File: src/rtl/serial_seq_tx.sv
// Serial bit-sequence transmitter: captures a pattern on start and shifts it out
// MSB-first for a programmable number of back-to-back passes, all outputs registered.
module serial_seq_tx #(
   parameter int WIDTH = 8,
   parameter int LEN_W = 4,
   parameter int REP_W = 4
) (
   input  logic             i_clk,
   input  logic             i_reset,
   input  logic             i_start,
   input  logic [WIDTH-1:0] i_pattern,
   input  logic [LEN_W-1:0] i_len,
   input  logic [REP_W-1:0] i_reps,
   output logic             o_x,
   output logic             o_x_valid,
   output logic             o_busy,
   output logic             o_done
);

   typedef enum logic [1:0] {
      S_IDLE  = 2'd0,
      S_SHIFT = 2'd1,
      S_DONE  = 2'd2
   } state_t;

   localparam logic [LEN_W-1:0] LEN_MAX  = LEN_W'(WIDTH);
   localparam logic [LEN_W-1:0] LEN_ZERO = {LEN_W{1'b0}};
   localparam logic [LEN_W-1:0] LEN_ONE  = LEN_W'(1);
   localparam logic [REP_W-1:0] REP_ZERO = {REP_W{1'b0}};
   localparam logic [REP_W-1:0] REP_ONE  = REP_W'(1);

   state_t           r_state;
   logic [WIDTH-1:0] r_pat;
   logic [LEN_W-1:0] r_idx;
   logic [LEN_W-1:0] r_len_m1;
   logic [REP_W-1:0] r_pass;
   logic             r_x;
   logic             r_x_valid;
   logic             r_busy;
   logic             r_done;

   state_t           w_state_nxt;
   logic [WIDTH-1:0] w_pat_nxt;
   logic [LEN_W-1:0] w_idx_nxt;
   logic [LEN_W-1:0] w_len_m1_nxt;
   logic [REP_W-1:0] w_pass_nxt;
   logic [LEN_W-1:0] w_len_eff;
   logic [REP_W-1:0] w_pass_m1;
   logic [WIDTH-1:0] w_shifted;

   // Resolve the effective length and pass count of a start request.
   always_comb begin
      w_len_eff = i_len;
      w_pass_m1 = REP_ZERO;
      if ((i_len == LEN_ZERO) || (i_len > LEN_MAX)) begin
         w_len_eff = LEN_MAX;
      end else begin
         w_len_eff = i_len;
      end
      if (i_reps == REP_ZERO) begin
         w_pass_m1 = REP_ZERO;
      end else begin
         w_pass_m1 = i_reps - REP_ONE;
      end
   end

   // Next-state and counter logic.
   always_comb begin
      w_state_nxt  = r_state;
      w_pat_nxt    = r_pat;
      w_idx_nxt    = r_idx;
      w_len_m1_nxt = r_len_m1;
      w_pass_nxt   = r_pass;
      case (r_state)
         S_IDLE: begin
            if (i_start) begin
               w_state_nxt  = S_SHIFT;
               w_pat_nxt    = i_pattern;
               w_len_m1_nxt = w_len_eff - LEN_ONE;
               w_idx_nxt    = w_len_eff - LEN_ONE;
               w_pass_nxt   = w_pass_m1;
            end else begin
               w_state_nxt = S_IDLE;
            end
         end
         S_SHIFT: begin
            if (r_idx != LEN_ZERO) begin
               w_idx_nxt = r_idx - LEN_ONE;
            end else if (r_pass != REP_ZERO) begin
               // Next pass starts on the very next cycle, no gap.
               w_idx_nxt  = r_len_m1;
               w_pass_nxt = r_pass - REP_ONE;
            end else begin
               w_state_nxt = S_DONE;
            end
         end
         S_DONE: begin
            w_state_nxt = S_IDLE;
         end
         default: begin
            w_state_nxt = S_IDLE;
         end
      endcase
   end

   // Outputs are computed from next state so they leave a register.
   assign w_shifted = w_pat_nxt >> w_idx_nxt;

   // State, counters and registered outputs.
   always_ff @(posedge i_clk) begin
      if (i_reset) begin
         r_state   <= S_IDLE;
         r_pat     <= {WIDTH{1'b0}};
         r_idx     <= LEN_ZERO;
         r_len_m1  <= LEN_ZERO;
         r_pass    <= REP_ZERO;
         r_x       <= 1'b0;
         r_x_valid <= 1'b0;
         r_busy    <= 1'b0;
         r_done    <= 1'b0;
      end else begin
         r_state   <= w_state_nxt;
         r_pat     <= w_pat_nxt;
         r_idx     <= w_idx_nxt;
         r_len_m1  <= w_len_m1_nxt;
         r_pass    <= w_pass_nxt;
         r_x       <= (w_state_nxt == S_SHIFT) ? w_shifted[0] : 1'b0;
         r_x_valid <= (w_state_nxt == S_SHIFT);
         r_busy    <= (w_state_nxt == S_SHIFT) || (w_state_nxt == S_DONE);
         r_done    <= (w_state_nxt == S_DONE);
      end
   end

   assign o_x       = r_x;
   assign o_x_valid = r_x_valid;
   assign o_busy    = r_busy;
   assign o_done    = r_done;

endmodule

File: config.mk
export PLATFORM = sky130hd
export DESIGN_NAME = serial_seq_tx
export DESIGN_NICKNAME = d
export VERILOG_FILES = /design/src/rtl/serial_seq_tx.sv
export SDC_FILE = /design/constraint.sdc
export NUM_CORES = 1
export LEC_CHECK = 0
export ABC_AREA = 1
export CAP_MARGIN = 30
export CORE_AREA = 3 3 58 60
export CTS_CLUSTER_DIAMETER = 150
export DETAILED_ROUTE_END_ITERATION = 10
export DIE_AREA = 0 0 61 63
export GPL_TIMING_DRIVEN = 0
export PLACE_DENSITY_LB_ADDON = 0.25
export SYNTH_ARGS = -nofsm -noshare
export SYNTH_HDL_FRONTEND = slang
export SYNTH_SLANG_ARGS = --single-unit
File: constraint.sdc
create_clock -name i_clk -period 2.4 [get_ports i_clk]
set_input_delay 0.24 -clock i_clk [delete_from_list [all_inputs] [get_ports i_clk]]
set_output_delay 0.24 -clock i_clk [all_outputs]
set_load 0.005 [all_outputs]
Word level (Yosys, flattened, before mapping)
Index checks and enable logic that the tools add are counted.
{"block": "classes", "n_addsub": 4, "order_cmp": 1, "n_eq_ne": 6, "n_shift": 1, "n_mux": 16, "bitwise_logic": 1, "reduce_logical": 11}
{"cell": "$mux 4", "n": 8}
{"cell": "$mux 8", "n": 2}
{"cell": "$pmux 4 s2", "n": 2}
{"cell": "$sub 4x1->4 const B", "n": 4}
{"cell": "$logic_not 4->1", "n": 2}
{"cell": "$reduce_bool 4->1", "n": 2}
{"cell": "$shr 8x4->1", "n": 1}
{"cell": "$ne 2x2->1 const B", "n": 3}
{"cell": "$eq 2x1->1 const B", "n": 2}
{"cell": "$gt 4x4->1 const B", "n": 1}
{"cell": "$mux 2", "n": 2}
{"cell": "$pmux 2 s2", "n": 1}
{"cell": "$reduce_and 4->1", "n": 1}
{"cell": "$eq 2x2->1 const B", "n": 1}
{"cell": "$logic_not 2->1", "n": 1}
{"cell": "$logic_or 1x1->1", "n": 2}
{"cell": "$reduce_and 2->1", "n": 1}
{"cell": "$reduce_bool 2->1", "n": 1}
{"cell": "$reduce_or 2->1", "n": 1}
{"cell": "$mux 1", "n": 1}
{"cell": "$not 1->1", "n": 1}
{"block": "word_totals", "reg_bits": 26, "inputBits": 19, "output_inout_bits": 4, "word_cells": 49}

Logic depth before layout (Yosys ltp)
{"block": "logic_depth", "word_depth": 7, "mapped_depth": 14, "depth_no_buf": 14}

Least setup slack after synthesis
No wires, ideal clock.
{"block": "synth_path", "path_kind": "input -> register", "start": "in i_len[0]", "end": "reg r_x (netlist: o_x)", "setup_ps": 113, "arrival_time_ps": 1535, "t_required_ps": 2287, "slack_ps": 752, "cell_stages": 14, "n_path_buf": 0, "cell_sequence": "nor2_1 nand2_1 nand2_1 nand3_1 ha_1 or2_1 o21ai_0 inv_1 nand2_2 inv_1 nand3_1 nand3_1 nand2_1 nor2_1"}
{"block": "synth_between", "elab_chain_cells": 7, "elab_cells_between_ends": 8, "cone_classes": "1 x add/sub; 1 x order compare; 1 x shift; 3 x mux; 2 x reduce/logical"}
{"element": "start, declared", "line_no": "12", "source": "input logic [LEN_W-1:0] i_len,"}
{"element": "$gt 4x4->1 / $logic_not 4->1 (equally long branches)", "line_no": "55", "source": "if ((i_len == LEN_ZERO) || (i_len > LEN_MAX)) begin"}
{"element": "$logic_or 1x1->1", "line_no": "55"}
{"element": "$mux 4 (*)", "line_no": "55"}
{"element": "$sub 4x1->4 (*)", "line_no": "80", "source": "w_idx_nxt = w_len_eff - LEN_ONE;"}
{"element": "$mux 4 (*)", "line_no": "76", "source": "if (i_start) begin"}
{"element": "$pmux 4 s2 (*)", "line_no": "74", "source": "case (r_state)"}
{"element": "$shr 8x4->1 (*)", "line_no": "107", "source": "assign w_shifted = w_pat_nxt >> w_idx_nxt;"}
{"element": "end signal, assigned", "line_no": "127", "source": "r_x <= (w_state_nxt == S_SHIFT) ? w_shifted[0] : 1'b0;"}
{"element": "end, declared", "line_no": "37", "source": "logic r_x;"}
Every way passes the cells marked *; elsewhere a longest branch is shown, timed or not.
A chain may end at the register's enable or synchronous reset.

Final worst setup path
Ends and elaborated chain as after synthesis.

==> impl_results.html <==
<table>
<tr><th>Metric</th><th>Value</th></tr>
<tr><th colspan="2">Run status</th></tr>
<tr><td>Run status</td><td>completed</td></tr>
<tr><th colspan="2">Clock tree</th></tr>
<tr><td>Reg clk slew, reported paths</td><td>0.15 ns</td></tr>
<tr><td>Buffers inserted by post-CTS timing repair</td><td>0</td></tr>
<tr><td>CTS-repair resized insts</td><td>0</td></tr>
<tr><td>CTS H-Tree Depth</td><td>1</td></tr>
<tr><td>TritonCTS buffer count</td><td>3</td></tr>
<tr><td>Maximum clock path buffer count</td><td>2</td></tr>
<tr><td>Clock tree from TritonCTS</td><td>built</td></tr>
<tr><td>Root buffer cell</td><td>clkbuf_4</td></tr>
<tr><td>Hold buffers post-CTS</td><td>0</td></tr>
<tr><td>Clock insertion delay at the later pin of the skew report</td><td>0.32 ns</td></tr>
<tr><td>Clock sinks</td><td>26</td></tr>
<tr><th colspan="2">Timing</th></tr>
<tr><td>Worst-case hold slack</td><td>0.455 ns</td></tr>
<tr><td>Maximum clock rate</td><td>0.529 GHz</td></tr>
<tr><td>Least-Margin Pin Slew</td><td>0.528 ns</td></tr>
<tr><td>Fin. Hold Viols</td><td>0</td></tr>
<tr><td>Total setup violations reported at the end of the flow</td><td>0</td></tr>
<tr><td>Period minus WS final</td><td>1.89 ns</td></tr>
<tr><td>RSZ-0062 raised after global routing</td><td>false</td></tr>
<tr><td>Final TNS setup</td><td>0 ns</td></tr>
<tr><td>Clock tree skew after final layout</td><td>0.00756 ns</td></tr>
<tr><td>Final clock period utilization by the worst path</td><td>78.7%</td></tr>
<tr><td>Worst-case headroom to the max-slew limit</td><td>64.8%</td></tr>
<tr><td>Number of max-slew violations in the final report</td><td>0</td></tr>
<tr><th colspan="2">Pwr</th></tr>
<tr><td>Final Power</td><td>0.00133 W</td></tr>
<tr><td>Fraction of power spent switching nets</td><td>34.8%</td></tr>
<tr><td>Leakage</td><td>0.772 nW</td></tr>
<tr><td>Worst ir drop on vdd</td><td>0.000500 V</td></tr>
<tr><td>Switching pwr</td><td>0.000462 W</td></tr>
<tr><td>Power density relative to cell area</td><td>764 mW/mm²</td></tr>
<tr><td>Relative contribution of combinational cells to total power</td><td>38.6%</td></tr>
<tr><td>Share of power burned in registers</td><td>38.7%</td></tr>
<tr><td>Internal power summed over all cells</td><td>0.000866 W</td></tr>
<tr><td>Clock group share of total power</td><td>22.8%</td></tr>
<tr><th colspan="2">Floorplan</th></tr>
<tr><td>Number of top-level pins</td><td>23</td></tr>
<tr><td>Die Y</td><td>63 µm</td></tr>
<tr><td>Std-Cell Rows</td><td>20</td></tr>
<tr><td>DIE WIDTH</td><td>61 µm</td></tr>
<tr><td>Initial core utilization</td><td>47.8%</td></tr>
<tr><td>Area of the die</td><td>0.00384 mm²</td></tr>
<tr><td>Floorplan core area</td><td>0.00298 mm²</td></tr>
<tr><th colspan="2">Setup path</th></tr>
<tr><td>Data arrival time at the worst-slack endpoint</td><td>2.12 ns</td></tr>
<tr><td>Register-to-register path setup slack</td><td>0.54 ns</td></tr>
<tr><td>Kind of capture point of the worst setup path</td><td>flop</td></tr>
<tr><td>Count of cell instances traversed by the critical path</td><td>15</td></tr>
<tr><td>Cells along the critical path</td><td>clkdlybuf4s50_1, nor2_1, nand2_1, nand2_1, nand3_1, ha_1, or2_1, o21ai_0, inv_1, nand2_2, inv_1, nand3_1, nand3_1, nand2_1, nor2_1</td></tr>
<tr><td>Data required time at the worst endpoint</td><td>2.63 ns</td></tr>
<tr><td>Crit path launch type</td><td>primary input</td></tr>
<tr><td>Critical path class</td><td>primary input to flop</td></tr>
<tr><td>Number of cell instances on the worst register-to-register path</td><td>12</td></tr>
<tr><td>Origin of the worst setup path</td><td>i_len[0]</td></tr>
<tr><td>Reg-to-reg critical path endpoint</td><td>o_x</td></tr>
<tr><td>Standard cell with the maximum stage delay on the critical path</td><td>clkdlybuf4s50_1</td></tr>
<tr><td>Reg2Reg Launch Point</td><td>r_idx[0]</td></tr>
<tr><td>Maximum cell stage delay along the critical path</td><td>0.42 ns</td></tr>
<tr><td>Crit-path leading delay family</td><td>simple AND/OR/NAND/NOR gates</td></tr>
<tr><td>Number of buffer and inverter stages on the critical path</td><td>3</td></tr>
<tr><td>Destination of the critical timing path</td><td>o_x</td></tr>
<tr><td>Largest driver fanout on the critical path</td><td>4</td></tr>
<tr><th colspan="2">Routing</th></tr>
<tr><td>Wire per inst</td><td>11.5 µm</td></tr>
<tr><td>Vias per inst</td><td>5.07</td></tr>
<tr><td>Via total after detailed routing</td><td>1278</td></tr>
<tr><td>Number of DRC violations after detailed-routing iteration 0</td><td>25</td></tr>
<tr><td>Initial DRT Pass Iterations</td><td>4</td></tr>
<tr><td>Drc violations</td><td>0</td></tr>
<tr><td>Aggregate routed wire length</td><td>2890 µm</td></tr>
<tr><td>Number of routed nets with antenna violations</td><td>0</td></tr>
<tr><th colspan="2">Finish</th></tr>
<tr><td>Share of layout cells above drive strength 1</td><td>14.2%</td></tr>
<tr><td>Number of diodes</td><td>0</td></tr>
<tr><td>Commonest non-fill, non-tap cell in the layout</td><td>nor2_1</td></tr>
<tr><td>Most frequent cells in the layout</td><td>nor2_1 (28), dfxtp_1 (26), inv_1 (22), clkdlybuf4s50_1 (22), nand2_1 (19)</td></tr>
<tr><td>Number of fill cells</td><td>275</td></tr>
<tr><td>Count of placed standard cells in the final layout, fillers left out</td><td>252</td></tr>
<tr><td>Core occupancy in the finished layout</td><td>58.4%</td></tr>
<tr><td>Final layout net count</td><td>244</td></tr>
<tr><td>Layout overhead on the synthesized area</td><td>22.1%</td></tr>
<tr><th colspan="2">Logic synthesis</th></tr>
<tr><td>Unique cell type count in the Yosys netlist</td><td>35</td></tr>
<tr><td>Post-Synthesis Cells</td><td>193</td></tr>
<tr><td>Synthesis warning total</td><td>0</td></tr>
<tr><td>Synthesized net count</td><td>217</td></tr>
<tr><td>Cell Area, Synth</td><td>0.00142 mm²</td></tr>
<tr><td>Syn_area_per_cell</td><td>7.38 µm²</td></tr>
<tr><td>Portion of the post-synthesis area used by sequential elements</td><td>36.6%</td></tr>
<tr><td>Number of synthesized flops with an enable pin</td><td>0</td></tr>
<tr><td>Flip-flop cell with the highest count after synthesis</td><td>dfxtp_1</td></tr>
<tr><td>Post-synthesis register bit count</td><td>26</td></tr>
<tr><td>Async SR Flop Fraction</td><td>0%</td></tr>
<tr><th colspan="2">GRT</th></tr>
<tr><td>Antenna violations before repair</td><td>0</td></tr>
<tr><td>Overall Global Routing Usage</td><td>16.7%</td></tr>
<tr><td>Pin count of the biggest net entering global routing</td><td>16</td></tr>
<tr><td>Wire length of the first global-routing pass</td><td>5010 µm</td></tr>
<tr><td>GRT Residual Overflow</td><td>0</td></tr>
<tr><td>Number of global-route vias before repair</td><td>1148</td></tr>
<tr><th colspan="2">Min path</th></tr>
<tr><td>Hold/Removal Path Class</td><td>flop to flop</td></tr>
<tr><th colspan="2">Placed design</th></tr>
<tr><td>HPWL after detailed placement</td><td>2230 µm</td></tr>
<tr><td>Post-Place Cells</td><td>248</td></tr>
<tr><td>Buffers on Ports</td><td>22</td></tr>
<tr><td>Weighted congestion at the end of routability-driven global placement</td><td>0.853</td></tr>
<tr><th colspan="2">Flow run</th></tr>
<tr><td>Reported max-cap violation count</td><td>0</td></tr>
</table>
-- metal layers --
metal | GRT usage [%] | vias up | part of all wire, %
met5 | 0 | - | 0
met4 | 4.07 | 0 | 0.62
met3 | 4.75 | 2 | 3.8
met2 | 25.3 | 25 | 45
met1 | 23.2 | 570 | 50
li1 | - | 681 | -
-- registers in the layout, indices dropped and copies added, names as in the netlist --
| name | cells |
|---|---|
| r_state | 2 |
| o_done | 1 |
| o_x_valid | 1 |
| r_len_m1 | 4 |
| r_idx | 4 |
| r_pass | 4 |
| o_x | 1 |
| o_busy | 1 |
| r_pat | 8 |
-- logic make-up after synthesis --
kind of cell,share of synthesized area (%)
adders and majority gates,4.39
buffers and inverters,9.58
muxes,2.81
AOI/OAI and AO/OA,13.1
and+or+nand+nor,33.0
DFF,36.6
xor gates and xnor gates,0.615
-- synthesized netlist by cell type (2+ instances only) --
library cell  number  area, µm²
nor2_1            28        105
dfxtp_1           26        521
inv_1             22       82.6
nand2_1           19       71.3
nand3_1           18       90.1
o21ai_0           12       60.1
a21oi_1           10       50.1
nand2_2            8       50.1
ha_1               5       62.6
inv_2              5       18.8
nand4_1            5       31.3
mux2i_1            4       40.0
or2_0              3       18.8
a21oi_2            2       17.5
clkbuf_1           2       7.51
nand3_4            2       35.0
nor3_1             2       10.0
o21ai_1            2       10.0
or2_2              2       12.5
-- power groups by stage --
stage / sequential [W] / clock, W / combinational [W]
floorplan: 0.000521 / 0 / 0.000380
CTS: 0.000514 / 0.000312 / 0.000513
detailed placement: 0.000524 / 0 / 0.000508
global route: 0.000520 / 0.000322 / 0.000581
finish: 0.000514 / 0.000302 / 0.000512
global placement: 0.000522 / 0 / 0.000505
-- per-stage QoR --
| step | worst slack (ns) | area, µm² |
|---|---|---|
| 2_1_floorplan | 0.752 | 1420 |
| 3_3_place_gp | 0.184 | 1690 |
| 3_5_place_dp | 0.170 | 1690 |
| 4_1_cts | 0.520 | 1740 |
| 5_1_grt | 0.304 | 1740 |
| 6_report | 0.510 | 1740 |
-- layout make-up --
class                           instances  area (µm²)  area share (%)
Multi-Input combinational cell        134         767            44.1
Sequential cell                        26         520            29.9
Timing Repair Buffer                   22         220            12.7
Inverter                               29         110            6.34
Tap cell                               33        41.3            2.38
Clock inverter                          1        30.0            1.73
Buffer                                  4        26.3            1.51
Clock buffer                            3        22.5            1.30
-- how the worst min path moves through the flow --
stage | start | to | slack, ns | cells past startpoint
floorplan | i_reset | r_len_m1[3] | 0.32 | 1
global placement | r_len_m1[3] | r_len_m1[3] | 0.44 | 2
detailed placement | r_len_m1[3] | r_len_m1[3] | 0.44 | 2
CTS | r_len_m1[3] | r_len_m1[3] | 0.46 | 2
global route | r_len_m1[3] | r_len_m1[3] | 0.50 | 2
finish | r_len_m1[3] | r_len_m1[3] | 0.46 | 2
-- worst register-to-register path, cell delays in order (launching register included) --
cell and delay (ns):
dfxtp_1 0.36, inv_1 0.13, ha_1 0.26, nand2_2 0.10, nor2_4 0.14, nand2_2 0.10
nor2_1 0.18, inv_1 0.08, ha_1 0.18, inv_1 0.07, nor3_1 0.06, nand2_1 0.07
nor2_1 0.04
(Power assumes the default switching activity.)
